`src/rtl/bkm_pkg.sv`:
```
// Shared encodings for the BKM step datapath.
// BKM_STEP_SAT_EN selects saturating instead of wrapping results.
package bkm_pkg;

  localparam logic [1:0] DIG_ZERO  = 2'b00;
  localparam logic [1:0] DIG_POS   = 2'b01;
  localparam logic [1:0] DIG_NEG   = 2'b11;

  localparam logic [1:0] FMT_TRUNC = 2'b00;
  localparam logic [1:0] FMT_RND   = 2'b01;

  localparam logic       MODE_E    = 1'b0;
  localparam logic       MODE_L    = 1'b1;

`ifdef BKM_STEP_SAT_EN
  localparam bit SAT_EN = 1'b1;
`else
  localparam bit SAT_EN = 1'b0;
`endif

endpackage

```
`src/rtl/bkm_cplx_shift_add.sv`:
```
// Complex shift-and-add for the E-side pair, CSD in and canonical CSD out.
// Honours BKM_STEP_SAT_EN through bkm_pkg::SAT_EN.
module bkm_cplx_shift_add
  import bkm_pkg::*;
#(
  parameter int W     = 8,
  parameter int LOG2N = 3
) (
  input  logic [1:0]       fmt,
  input  logic [LOG2N-1:0] sh,
  input  logic [1:0]       d_x,
  input  logic [1:0]       d_y,
  input  logic [2*W-1:0]   x,
  input  logic [2*W-1:0]   y,
  output logic [2*W-1:0]   x_next,
  output logic [2*W-1:0]   y_next
);

  localparam int EW = W + 3;

  function automatic logic [W-1:0] csd2bin(
    input logic [2*W-1:0] c
  );
    logic [W-1:0] acc;
    acc = '0;
    for (int i = 0; i < W; i++) begin
      unique case (1'b1)
        (c[2*i+:2] == DIG_POS): acc = acc + (W'(1) << i);
        (c[2*i+:2] == DIG_NEG): acc = acc - (W'(1) << i);
        default: ;
      endcase
    end
    return acc;
  endfunction

  // Carry-driven NAF recoding; the carry out of the top digit is dropped (mod 2^W).
  function automatic logic [2*W-1:0] bin2csd(
    input logic [W-1:0] b
  );
    logic [2*W-1:0] r;
    logic [W:0]     e;
    logic           c;
    r = '0;
    e = {1'b0, b};
    c = 1'b0;
    for (int i = 0; i < W; i++) begin
      if (e[i] ^ c) begin
        if (e[i+1]) begin
          r[2*i+:2] = DIG_NEG;
          c = 1'b1;
        end else begin
          r[2*i+:2] = DIG_POS;
          c = 1'b0;
        end
      end else begin
        c = e[i] & c;
      end
    end
    return r;
  endfunction

  function automatic logic signed [EW-1:0] term(
    input logic [1:0]       d,
    input logic [W-1:0]     a,
    input logic [LOG2N-1:0] s,
    input logic             rnd
  );
    logic signed [EW-1:0] ext;
    logic signed [EW-1:0] p;
    logic signed [EW-1:0] q;
    logic signed [EW-1:0] t;
    ext = {{(EW-W){a[W-1]}}, a};
    unique case (1'b1)
      (d == DIG_POS): p = ext;
      (d == DIG_NEG): p = -ext;
      default:        p = '0;
    endcase
    q = p >>> s;
    t = (s == '0) ? '0 : (p >>> (s - 1'b1));
    return rnd ? q + {{(EW-1){1'b0}}, t[0]} : q;
  endfunction

  function automatic logic [W-1:0] fit(
    input logic signed [EW-1:0] s
  );
    logic ovf;
    ovf = s[EW-1:W-1] != {(EW-W+1){s[W-1]}};
    if (SAT_EN && ovf)
      return s[EW-1] ? {1'b1, {(W-1){1'b0}}} : {1'b0, {(W-1){1'b1}}};
    return s[W-1:0];
  endfunction

  logic [W-1:0]         xb;
  logic [W-1:0]         yb;
  logic                 rnd;
  logic signed [EW-1:0] xs;
  logic signed [EW-1:0] ys;

  assign xb  = csd2bin(x);
  assign yb  = csd2bin(y);
  assign rnd = (fmt == FMT_RND);

  always_comb begin
    xs = {{(EW-W){xb[W-1]}}, xb}
       + term(d_x, xb, sh, rnd)
       - term(d_y, yb, sh, rnd);
    ys = {{(EW-W){yb[W-1]}}, yb}
       + term(d_x, yb, sh, rnd)
       + term(d_y, xb, sh, rnd);
  end

  assign x_next = bin2csd(fit(xs));
  assign y_next = bin2csd(fit(ys));

endmodule

```
`src/rtl/bkm_step_core.sv`:
```
// One registered complex BKM iteration: E-side in CSD, L-side in binary.
// BKM_STEP_SAT_EN saturates X', Y', u', v' instead of wrapping.
module bkm_step_core
  import bkm_pkg::*;
#(
  parameter int W     = 8,
  parameter int LOG2W = 3,
  parameter int N     = 8,
  parameter int LOG2N = 3
) (
  input  logic             clk,
  input  logic             arst,
  input  logic             srst,
  input  logic             enable,
  input  logic             mode,
  input  logic [1:0]       format,
  input  logic [LOG2N-1:0] n,
  input  logic [1:0]       d_x_n,
  input  logic [1:0]       d_y_n,
  input  logic [2*W-1:0]   X_n,
  input  logic [2*W-1:0]   Y_n,
  input  logic [2*W-1:0]   lut_X,
  input  logic [2*W-1:0]   lut_Y,
  input  logic [W-1:0]     u_n,
  input  logic [W-1:0]     v_n,
  input  logic [W-1:0]     lut_u,
  input  logic [W-1:0]     lut_v,
  output logic [2*W-1:0]   X_np1,
  output logic [2*W-1:0]   Y_np1,
  output logic [W-1:0]     u_np1,
  output logic [W-1:0]     v_np1
);

  function automatic logic [W-1:0] fit(
    input logic [W:0] s
  );
    if (SAT_EN && (s[W] != s[W-1]))
      return s[W] ? {1'b1, {(W-1){1'b0}}} : {1'b0, {(W-1){1'b1}}};
    return s[W-1:0];
  endfunction

  logic [2*W-1:0] x_next;
  logic [2*W-1:0] y_next;
  logic [W:0]     u_sum;
  logic [W:0]     v_sum;
  logic           unused;

  // The CSD LUT operands are reserved and deliberately not part of the datapath.
  assign unused = ^{lut_X, lut_Y};

  bkm_cplx_shift_add #(
    .W     (W),
    .LOG2N (LOG2N)
  ) u_shift_add (
    .fmt    (format),
    .sh     (n),
    .d_x    (d_x_n),
    .d_y    (d_y_n),
    .x      (X_n),
    .y      (Y_n),
    .x_next (x_next),
    .y_next (y_next)
  );

  always_comb begin
    if (mode == MODE_L) begin
      u_sum = {u_n[W-1], u_n} + {lut_u[W-1], lut_u};
      v_sum = {v_n[W-1], v_n} + {lut_v[W-1], lut_v};
    end else begin
      u_sum = {u_n[W-1], u_n} - {lut_u[W-1], lut_u};
      v_sum = {v_n[W-1], v_n} - {lut_v[W-1], lut_v};
    end
  end

  always_ff @(posedge clk or negedge arst) begin
    if (!arst) begin
      X_np1 <= '0;
      Y_np1 <= '0;
      u_np1 <= '0;
      v_np1 <= '0;
    end else if (srst) begin
      X_np1 <= '0;
      Y_np1 <= '0;
      u_np1 <= '0;
      v_np1 <= '0;
    end else if (enable) begin
      X_np1 <= x_next;
      Y_np1 <= y_next;
      u_np1 <= fit(u_sum);
      v_np1 <= fit(v_sum);
    end
  end

endmodule

```
`config.mk`:
```
export PLATFORM = sky130hd
export DESIGN_NAME = bkm_step_core
export DESIGN_NICKNAME = d
export VERILOG_FILES = /design/src/rtl/bkm_pkg.sv /design/src/rtl/bkm_cplx_shift_add.sv /design/src/rtl/bkm_step_core.sv
export SDC_FILE = /design/constraint.sdc
export NUM_CORES = 1
export LEC_CHECK = 0
export ABC_AREA = 1
export CORE_UTILIZATION = 30
export DETAILED_ROUTE_END_ITERATION = 6
export SLEW_MARGIN = 10
export SYNTH_ARGS = -nofsm -noshare
export SYNTH_HDL_FRONTEND = slang
export SYNTH_HIERARCHICAL = 1
export SYNTH_SLANG_ARGS = --single-unit
```
`constraint.sdc`:
```
create_clock -name clk -period 0.8 [get_ports clk]
set_input_delay 0.16 -clock clk [delete_from_list [all_inputs] [get_ports clk]]
set_output_delay 0.16 -clock clk [all_outputs]
set_load 0.02 [all_outputs]
```
# [Word level (Yosys, flattened, before mapping)]
# Cells that the tools add are included.
[word_totals] output_inout_bits=48 ff_bits=48 inputBits=110 wordCells=216
[classes] n_mux=96 add_sub_neg=43 n_bitwise=26 n_shift=8 eq_ne=37 n_reduce_logical=2
[ops] operator="one-hot mux 8 bit (2 select lines)" count=16
[ops] operator="one-hot mux 11 bit (2 select lines)" count=4
[ops] operator="2-to-1 mux 8 bit" count=10
[ops] operator="2-to-1 mux 16 bit" count=4
[ops] operator="2-to-1 mux 2 bit" count=28
[ops] operator=">>> shifter 11 x 3 -> 1 bit" count=4
[ops] operator=">>> shifter 11 x 3 -> 8 bit" count=4
[ops] operator="adder 8 bit" count=5
[ops] operator="equality test 2 x 1 -> 1 bit (second input constant)" count=19
[ops] operator="equality test 2 bit (second input constant)" count=18
[ops] operator="2-to-1 mux 1 bit" count=34
[ops] operator="adder 8 x 1 -> 8 bit" count=4
[ops] operator="subtractor 8 bit" count=3
[ops] operator="negation 8 -> 11 bit" count=2
[ops] operator="adder 8 x 2 -> 8 bit (second input constant)" count=2
[ops] operator="adder 8 x 3 -> 8 bit (second input constant)" count=2
[ops] operator="adder 8 x 4 -> 8 bit (second input constant)" count=2
[ops] operator="adder 8 x 5 -> 8 bit (second input constant)" count=2
[ops] operator="adder 8 x 6 -> 8 bit (second input constant)" count=2
[ops] operator="adder 8 x 7 -> 8 bit (second input constant)" count=2
[ops] operator="adder 8 bit (second input constant)" count=2
[ops] operator="subtractor 8 x 2 -> 8 bit (second input constant)" count=2
[ops] operator="subtractor 8 x 3 -> 8 bit (second input constant)" count=2
[ops] operator="subtractor 8 x 4 -> 8 bit (second input constant)" count=2
[ops] operator="other kinds (9)" count=37

# [Longest topological paths before layout]
[logic_depth] ltp_word=42 depth_mapped=63 ltp_nobuf=63

# [Modules after synthesis]
# Netlist, hierarchy kept.
[modules_own_cells] mod="bkm_cplx_shift_add" seq_area_each_um2=0.0 cells_each=951 area_each_um2=5485.3 instances=1
[modules_own_cells] mod="bkm_step_core" seq_area_each_um2=1201.2 cells_each=307 area_each_um2=2698.8 instances=1

# [Worst setup path after synthesis]
# No wires, ideal clock.
[synth_path] path_kind="input -> register" start="input Y_n[3]" end="register Y_np1[14]" required_time_ns=0.679 setup_time_ns=0.121 cell_stages=52 setup_slack_ns=-8.225 n_path_buf=0 arrival_ns=8.904 cell_sequence="inv_1 -> nand2_1 -> nand3_4 -> nand2_1 -> inv_1 -> fa_1 -> fa_1 -> inv_1 -> o21ai_4 -> fa_1 -> or2_2 -> o21ai_4 -> inv_1 -> fa_1 -> nand2_1 -> nand2_1 -> xor2_1 -> inv_1 -> (+16 left out) -> o21ai_0 -> ha_1 -> inv_1 -> o21ai_0 -> ha_1 -> inv_1 -> o21ai_0 -> ha_1 -> inv_1 -> o21ai_0 -> ha_1 -> inv_1 -> o21ai_0 -> ha_1 -> inv_1 -> nand4_1 -> nand2_1 -> a22o_1"
[synth_between] elab_chain_cells=40 elab_cells_between_ends=60 classes_between="add/sub: 16; eq/ne: 2; shift: 2; mux: 27; bitwise: 13"
[synth_lines] element="start: declaration" line="bkm_step_core.sv:21" source="input logic [2*W-1:0] Y_n,"
[synth_lines] element="equality test 2 bit or equality test 2 x 1 -> 1 bit (tied branches)" line="bkm_cplx_shift_add.sv:29, bkm_cplx_shift_add.sv:28"
[synth_lines] element="one-hot mux 8 bit (2 select lines) *" line="bkm_cplx_shift_add.sv:27" source="unique case (1'b1)"
[synth_lines] element="subtractor 8 x 3 -> 8 bit or adder 8 x 3 -> 8 bit (tied branches)" line="bkm_cplx_shift_add.sv:29, bkm_cplx_shift_add.sv:28"
[synth_lines] element="one-hot mux 8 bit (2 select lines) *" line="bkm_cplx_shift_add.sv:27"
[synth_lines] element="subtractor 8 x 4 -> 8 bit or adder 8 x 4 -> 8 bit (tied branches)" line="bkm_cplx_shift_add.sv:29, bkm_cplx_shift_add.sv:28"
[synth_lines] element="one-hot mux 8 bit (2 select lines) *" line="bkm_cplx_shift_add.sv:27"
[synth_lines] element="subtractor 8 x 5 -> 8 bit or adder 8 x 5 -> 8 bit (tied branches)" line="bkm_cplx_shift_add.sv:29, bkm_cplx_shift_add.sv:28"
[synth_lines] element="one-hot mux 8 bit (2 select lines) *" line="bkm_cplx_shift_add.sv:27"
[synth_lines] element="(+25 left out)"
[synth_lines] element="2-to-1 mux 1 bit" line="bkm_cplx_shift_add.sv:47" source="if (e[i] ^ c) begin"
[synth_lines] element="bitwise AND 1 bit or XOR 1 bit (tied branches)" line="bkm_cplx_shift_add.sv:56, bkm_cplx_shift_add.sv:47"
[synth_lines] element="2-to-1 mux 1 bit" line="bkm_cplx_shift_add.sv:47"
[synth_lines] element="XOR 1 bit *" line="bkm_cplx_shift_add.sv:47"
[synth_lines] element="2-to-1 mux 1 bit *" line="bkm_cplx_shift_add.sv:47"
[synth_lines] element="net y_next[14]" line="bkm_step_core.sv:43" source="logic [2*W-1:0] y_next;"
[synth_lines] element="2-to-1 mux 16 bit *" line="bkm_step_core.sv:86" source="end else if (enable) begin"
[synth_lines] element="2-to-1 mux 16 bit *" line="bkm_step_core.sv:81" source="end else if (srst) begin"
[synth_lines] element="end signal: assignment" line="bkm_step_core.sv:88" source="Y_np1 <= y_next;"
[synth_lines] element="end: declaration" line="bkm_step_core.sv:29" source="output logic [2*W-1:0] Y_np1,"
# Mark *: on every way through the listed nets, which the timed path passes. The rest lies on a longest branch. The select of a mux whose other input is x is not followed.
# A chain may end at the register's enable or synchronous reset.

# [Worst setup path after layout]
[layout_path] start="input X_n[2]" end="register Y_np1[14]"
[layout_between] elab_chain_cells=39 elab_cells_between_ends=59 classes_between="add/sub: 15; eq/ne: 2; shift: 2; mux: 27; bitwise: 13"
[layout_lines] element="start: declaration" line="bkm_step_core.sv:20" source="input logic [2*W-1:0] X_n,"
[layout_lines] element="equality test 2 bit or equality test 2 x 1 -> 1 bit (tied branches)" line="bkm_cplx_shift_add.sv:29, bkm_cplx_shift_add.sv:28"
[layout_lines] element="one-hot mux 8 bit (2 select lines) *" line="bkm_cplx_shift_add.sv:27"
[layout_lines] element="subtractor 8 x 3 -> 8 bit or adder 8 x 3 -> 8 bit (tied branches)" line="bkm_cplx_shift_add.sv:29, bkm_cplx_shift_add.sv:28"
[layout_lines] element="one-hot mux 8 bit (2 select lines) *" line="bkm_cplx_shift_add.sv:27"
[layout_lines] element="subtractor 8 x 4 -> 8 bit or adder 8 x 4 -> 8 bit (tied branches)" line="bkm_cplx_shift_add.sv:29, bkm_cplx_shift_add.sv:28"
[layout_lines] element="one-hot mux 8 bit (2 select lines) *" line="bkm_cplx_shift_add.sv:27"
[layout_lines] element="subtractor 8 x 5 -> 8 bit or adder 8 x 5 -> 8 bit (tied branches)" line="bkm_cplx_shift_add.sv:29, bkm_cplx_shift_add.sv:28"
[layout_lines] element="one-hot mux 8 bit (2 select lines) *" line="bkm_cplx_shift_add.sv:27"
[layout_lines] element="(+24 left out)"
[layout_lines] element="2-to-1 mux 1 bit" line="bkm_cplx_shift_add.sv:47"
[layout_lines] element="bitwise AND 1 bit or XOR 1 bit (tied branches)" line="bkm_cplx_shift_add.sv:56, bkm_cplx_shift_add.sv:47"
[layout_lines] element="2-to-1 mux 1 bit" line="bkm_cplx_shift_add.sv:47"
[layout_lines] element="XOR 1 bit *" line="bkm_cplx_shift_add.sv:47"
[layout_lines] element="2-to-1 mux 1 bit *" line="bkm_cplx_shift_add.sv:47"
[layout_lines] element="net y_next[14]" line="bkm_step_core.sv:43"
[layout_lines] element="2-to-1 mux 16 bit *" line="bkm_step_core.sv:86"
[layout_lines] element="2-to-1 mux 16 bit *" line="bkm_step_core.sv:81"
# Marks and branches as above.

==> metrics.md <==
| Metric | Value |
|---|---|
| N_diodes | 0 |
| Critical path buffer and inverter count | 10 |
| Endpoint class of the critical path | flip-flop |
| Final number of hold-violating endpoints | 0 |
| Routed Antenna Nets | 0 |
| Count of pins on the block boundary | 158 |
| Clock power share | between 5 and 6% |
| Clock tree from TritonCTS | built |
| Core region area | 26900 um^2 |
| Worst path slowest cell | fa_1 |
| Wire length of the first global-routing pass | 46700 um |
| Syn Area/Cell | 6.51 um^2 |
| Largest net degree at the start of global routing | 41 |
| LEAKAGE | 7.79 nW |
| Final worst slack | -7.86 ns |
| Worst setup skew after layout | 0 ns |
| Number of warnings reported in the yosys synthesis log | 6 |
| Sw Pwr | 0.0197 W |
| Status | complete, but fails checks |
| CP Class | in2reg |
| Sequential cell area fraction in the yosys report | ~15% |
| Floorplan row count | 60 |
| Number of buffers created by CTS | 5 |
| Clock Latency Late Sink | 0.29 ns |
| Overall via count from detail_route | 10300 |
| Min-Delay Path Class | in2async |
| Int Pwr | between 0.02 and 0.03 W |
| Effective utilization at floorplan | 30.5% |
| Clock root cell | clkbuf_16 |
| Post-layout total power | 0.0470 W |
| Total DRC errors in the routed layout | 0 |
| Count of mapped cells out of synthesis | 1258 |
| Delay contributed by the slowest stage of the critical path | slightly above 0.6 ns |
| Clock input transition at the sequential cells of the worst setup and hold paths | around 0.06 ns |
| Placed wire-length estimate | 21900 um |
| Number of port buffers | 123 |
| Router iterations before antenna repair | 5 |
| Signal arrival time at the worst endpoint | 8.84 ns |
| Top achievable clock speed | 116 MHz |
| Synth-to-layout area growth | 83.7% |
| Vert. Die Dim | 167 um |
| Part of the cycle the worst path needs | 1080% |
| H-tree levels | 2 |
| Tmin final | 8.66 ns |
| Critical path launch point type | input pin |
| RSZ-0062 raised after global routing | yes |
| Die extent in x | 167 um |
| Final setup vio count | 96 |
| Fraction of power spent switching nets | 41.8% |
| Antenna violations before repair | 0 |
| Die footprint | 27900 um^2 |
| Detailed-route wire length | just over 30000 um |
| Dominant cell type by count on the critical path | nand2_1 |
| Share of final-layout standard cells stronger than drive strength 1 | 48.1% |
| Number of pins with negative max-slew slack in the final report | 0 |
| Cell class contributing the biggest share of worst-path delay | adder cells |
| VDD IR max | 0.00321 V |
| Highest fanout seen on the critical path | 3 |
| Number of violations reported at the end of detailed-routing iteration 0 | 640 |
| Violated checks | setup timing |
| Vias per cell | 4.78 |
| Sequential power share | 7.0% |
| Hold slack final | 0.275 ns |
| Total overflow reported by the global router | 0 |
| Clk buf depth | 2 |
| Cell area reported after detailed placement | 12800 um^2 |
| Via count of the first global-routing pass | between 10000 and 15000 |
| WL/cell | 14.2 um |
| Register bit count reported by yosys | 48 |
| Post-synthesis instance area | between 8000 and 9000 um^2 |
| Critical path required time | 0.98 ns |
| Max-capacitance violation count | 0 |
| Final #Nets | ~2000 |
| Total number of clock tree sinks | 48 |
| Number of distinct library cells after synthesis | 56 |
| Global placement routability congestion | 0.890 |
| Post-Layout Inst Area | 15000 um^2 |
| Global-route usage over all layers | 20.2% |
| Pwr per Cell Area | 3130 nW/um^2 |
| Logic gate share of total power | approximately 87% |
==> worst register-to-register path: cells and delay by family, from the launching register on <==
kind                   cells  cell delay (ns)
AO/OA/AOI/OAI              1             0.22
buffers and inverters      2             0.26
flip-flops                 1             0.41
==> synth_stat cells (all sizes together) <==
master,count,area (um^2)
inv,202,758
nand2,352,1400
a21o,1,7.51
nand4,19,125
nor3b,1,12.5
xnor2,23,209
o211ai,7,57.6
o22ai,17,106
nand3,175,1020
a221oi,1,8.76
o21a,1,7.51
a311oi,1,8.76
dfrtp,48,1200
nor3,10,60.1
buf,26,149
o221ai,2,17.5
mux2i,2,20.0
a21oi,31,155
a211o,1,8.76
ha,56,701
a31oi,5,31.3
conb,1,3.75
or2,18,113
o21bai,1,7.51
xor2,35,340
a22o,34,298
clkbuf,13,52.6
and2,5,31.3
clkinv,6,22.5
nor2,57,244
nand3b,3,22.5
o21ai,75,424
o31ai,1,7.51
a211oi,1,7.51
fa,27,541
==> per-stage QoR <==
stage	setup TNS (ns)	cells	utilization, %	setup WS, ns
2_1_floorplan	-197.04	1259	-	-7.60
3_3_place_gp	-254.98	2051	47.7	-8.69
3_5_place_dp	-259.75	2051	47.7	-8.89
4_1_cts	-211.55	2126	52.3	-7.84
5_1_grt	-228.99	2159	55.9	-8.38
6_report	-214.85	2159	55.9	-7.86
==> power groups by stage <==
stage | Clock (W) | Sequential (W) | Combinational (W)
2_1_floorplan | 0 | 0.00374 | 0.0167
3_3_place_gp | 0 | 0.00324 | 0.0292
3_5_place_dp | 0 | 0.00324 | 0.0297
4_1_cts | 0.00276 | 0.00328 | 0.0339
5_1_grt | 0.00284 | 0.00334 | 0.0441
6_report | 0.00270 | 0.00329 | 0.0410
==> layout by cell type, fill, tap and decap left out, drive strengths merged, types with 2 or more instances in the layout <==
cell type      Yosys  layout
buf               26     529
o221ai             2       2
a22o              34      34
inv              202     201
a31oi              5       5
nor3              10      10
conb               1       2
nand4             19      19
nand3b             3       3
xor2              35      35
dlymetal6s2s       0       2
o22ai             17      17
o21ai             75      75
dfrtp             48      48
fa                27      27
nand2            352     352
clkbuf            13      10
dlygate4sd2        0      11
or2               18      18
nand3            175     175
ha                56      56
o211ai             7       7
clkinv             6       7
mux2i              2       2
and2               5       5
clkdlybuf4s15      0       3
clkdlybuf4s50      0      39
nor2              57      57
xnor2             23      23
a21oi             31      31
bufinv             0       2
==> final cells by class <==
class | count | area, um^2
Timing Repair Buffer | 591 | 5160
Clock buffer | 5 | 125
Tap cell | 341 | 427
Clock inverter | 2 | 60.1
Multi-Input combinational cell | 964 | 7200
Inverter | 208 | 858
Sequential cell | 48 | 1200
Fill cell | 2409 | 11800
==> per-layer routing <==
| metal | share of wire (%) | vias up | global-route usage, % |
|---|---|---|---|
| met2 | 51 | 282 | 35.8 |
| li1 | - | 5222 | - |
| met5 | 0 | - | 0 |
| met4 | 2.0 | 0 | 4.95 |
| met3 | 4.8 | 44 | 1.87 |
| met1 | 43 | 4777 | 26.2 |
==> timing repair <==
action                                  in CTS  in global routing
endpoints found under the setup margin      96                 96
setup buffers                               68                 44
hold buffers                                 1                  0
hold endpoints to repair                    26                  0
gates resized for setup                    505                177
pin swaps                                  139                121
cloned                                       2                  2
==> worst paths after layout <==
kind,startpoint,end,slack (ns),cells after the start
max,X_n[2],Y_np1[14],-7.86,59
min,arst,X_np1[10],0.28,2
max reg2reg,X_np1[6],X_np1[6],-0.21,3
min reg2reg,v_np1[3],v_np1[3],0.50,2
max in group asynchronous,arst,Y_np1[11],0.08,3
min in group clk,lut_u[0],u_np1[0],0.36,4
==> flip-flops by register name, indices dropped and copies added (netlist names) <==
name and flops:
Y_np1 16, v_np1 8, X_np1 16, u_np1 8
==> cells by family (layout without fill, tap and decap cells) <==
| family | count (synthesis) | count (layout) | synth area share, % |
|---|---|---|---|
| compound gates | 179 | 179 | 14.1 |
| flops | 48 | 48 | 14.7 |
| other cells | 1 | 2 | 0.0458 |
| fa+ha+maj | 83 | 83 | 15.2 |
| mux | 2 | 2 | 0.245 |
| simple gates | 640 | 640 | 37.1 |
| xor+xnor | 58 | 58 | 6.71 |
| buf+inv | 247 | 806 | 12.0 |
(Power assumes the default switching activity.)
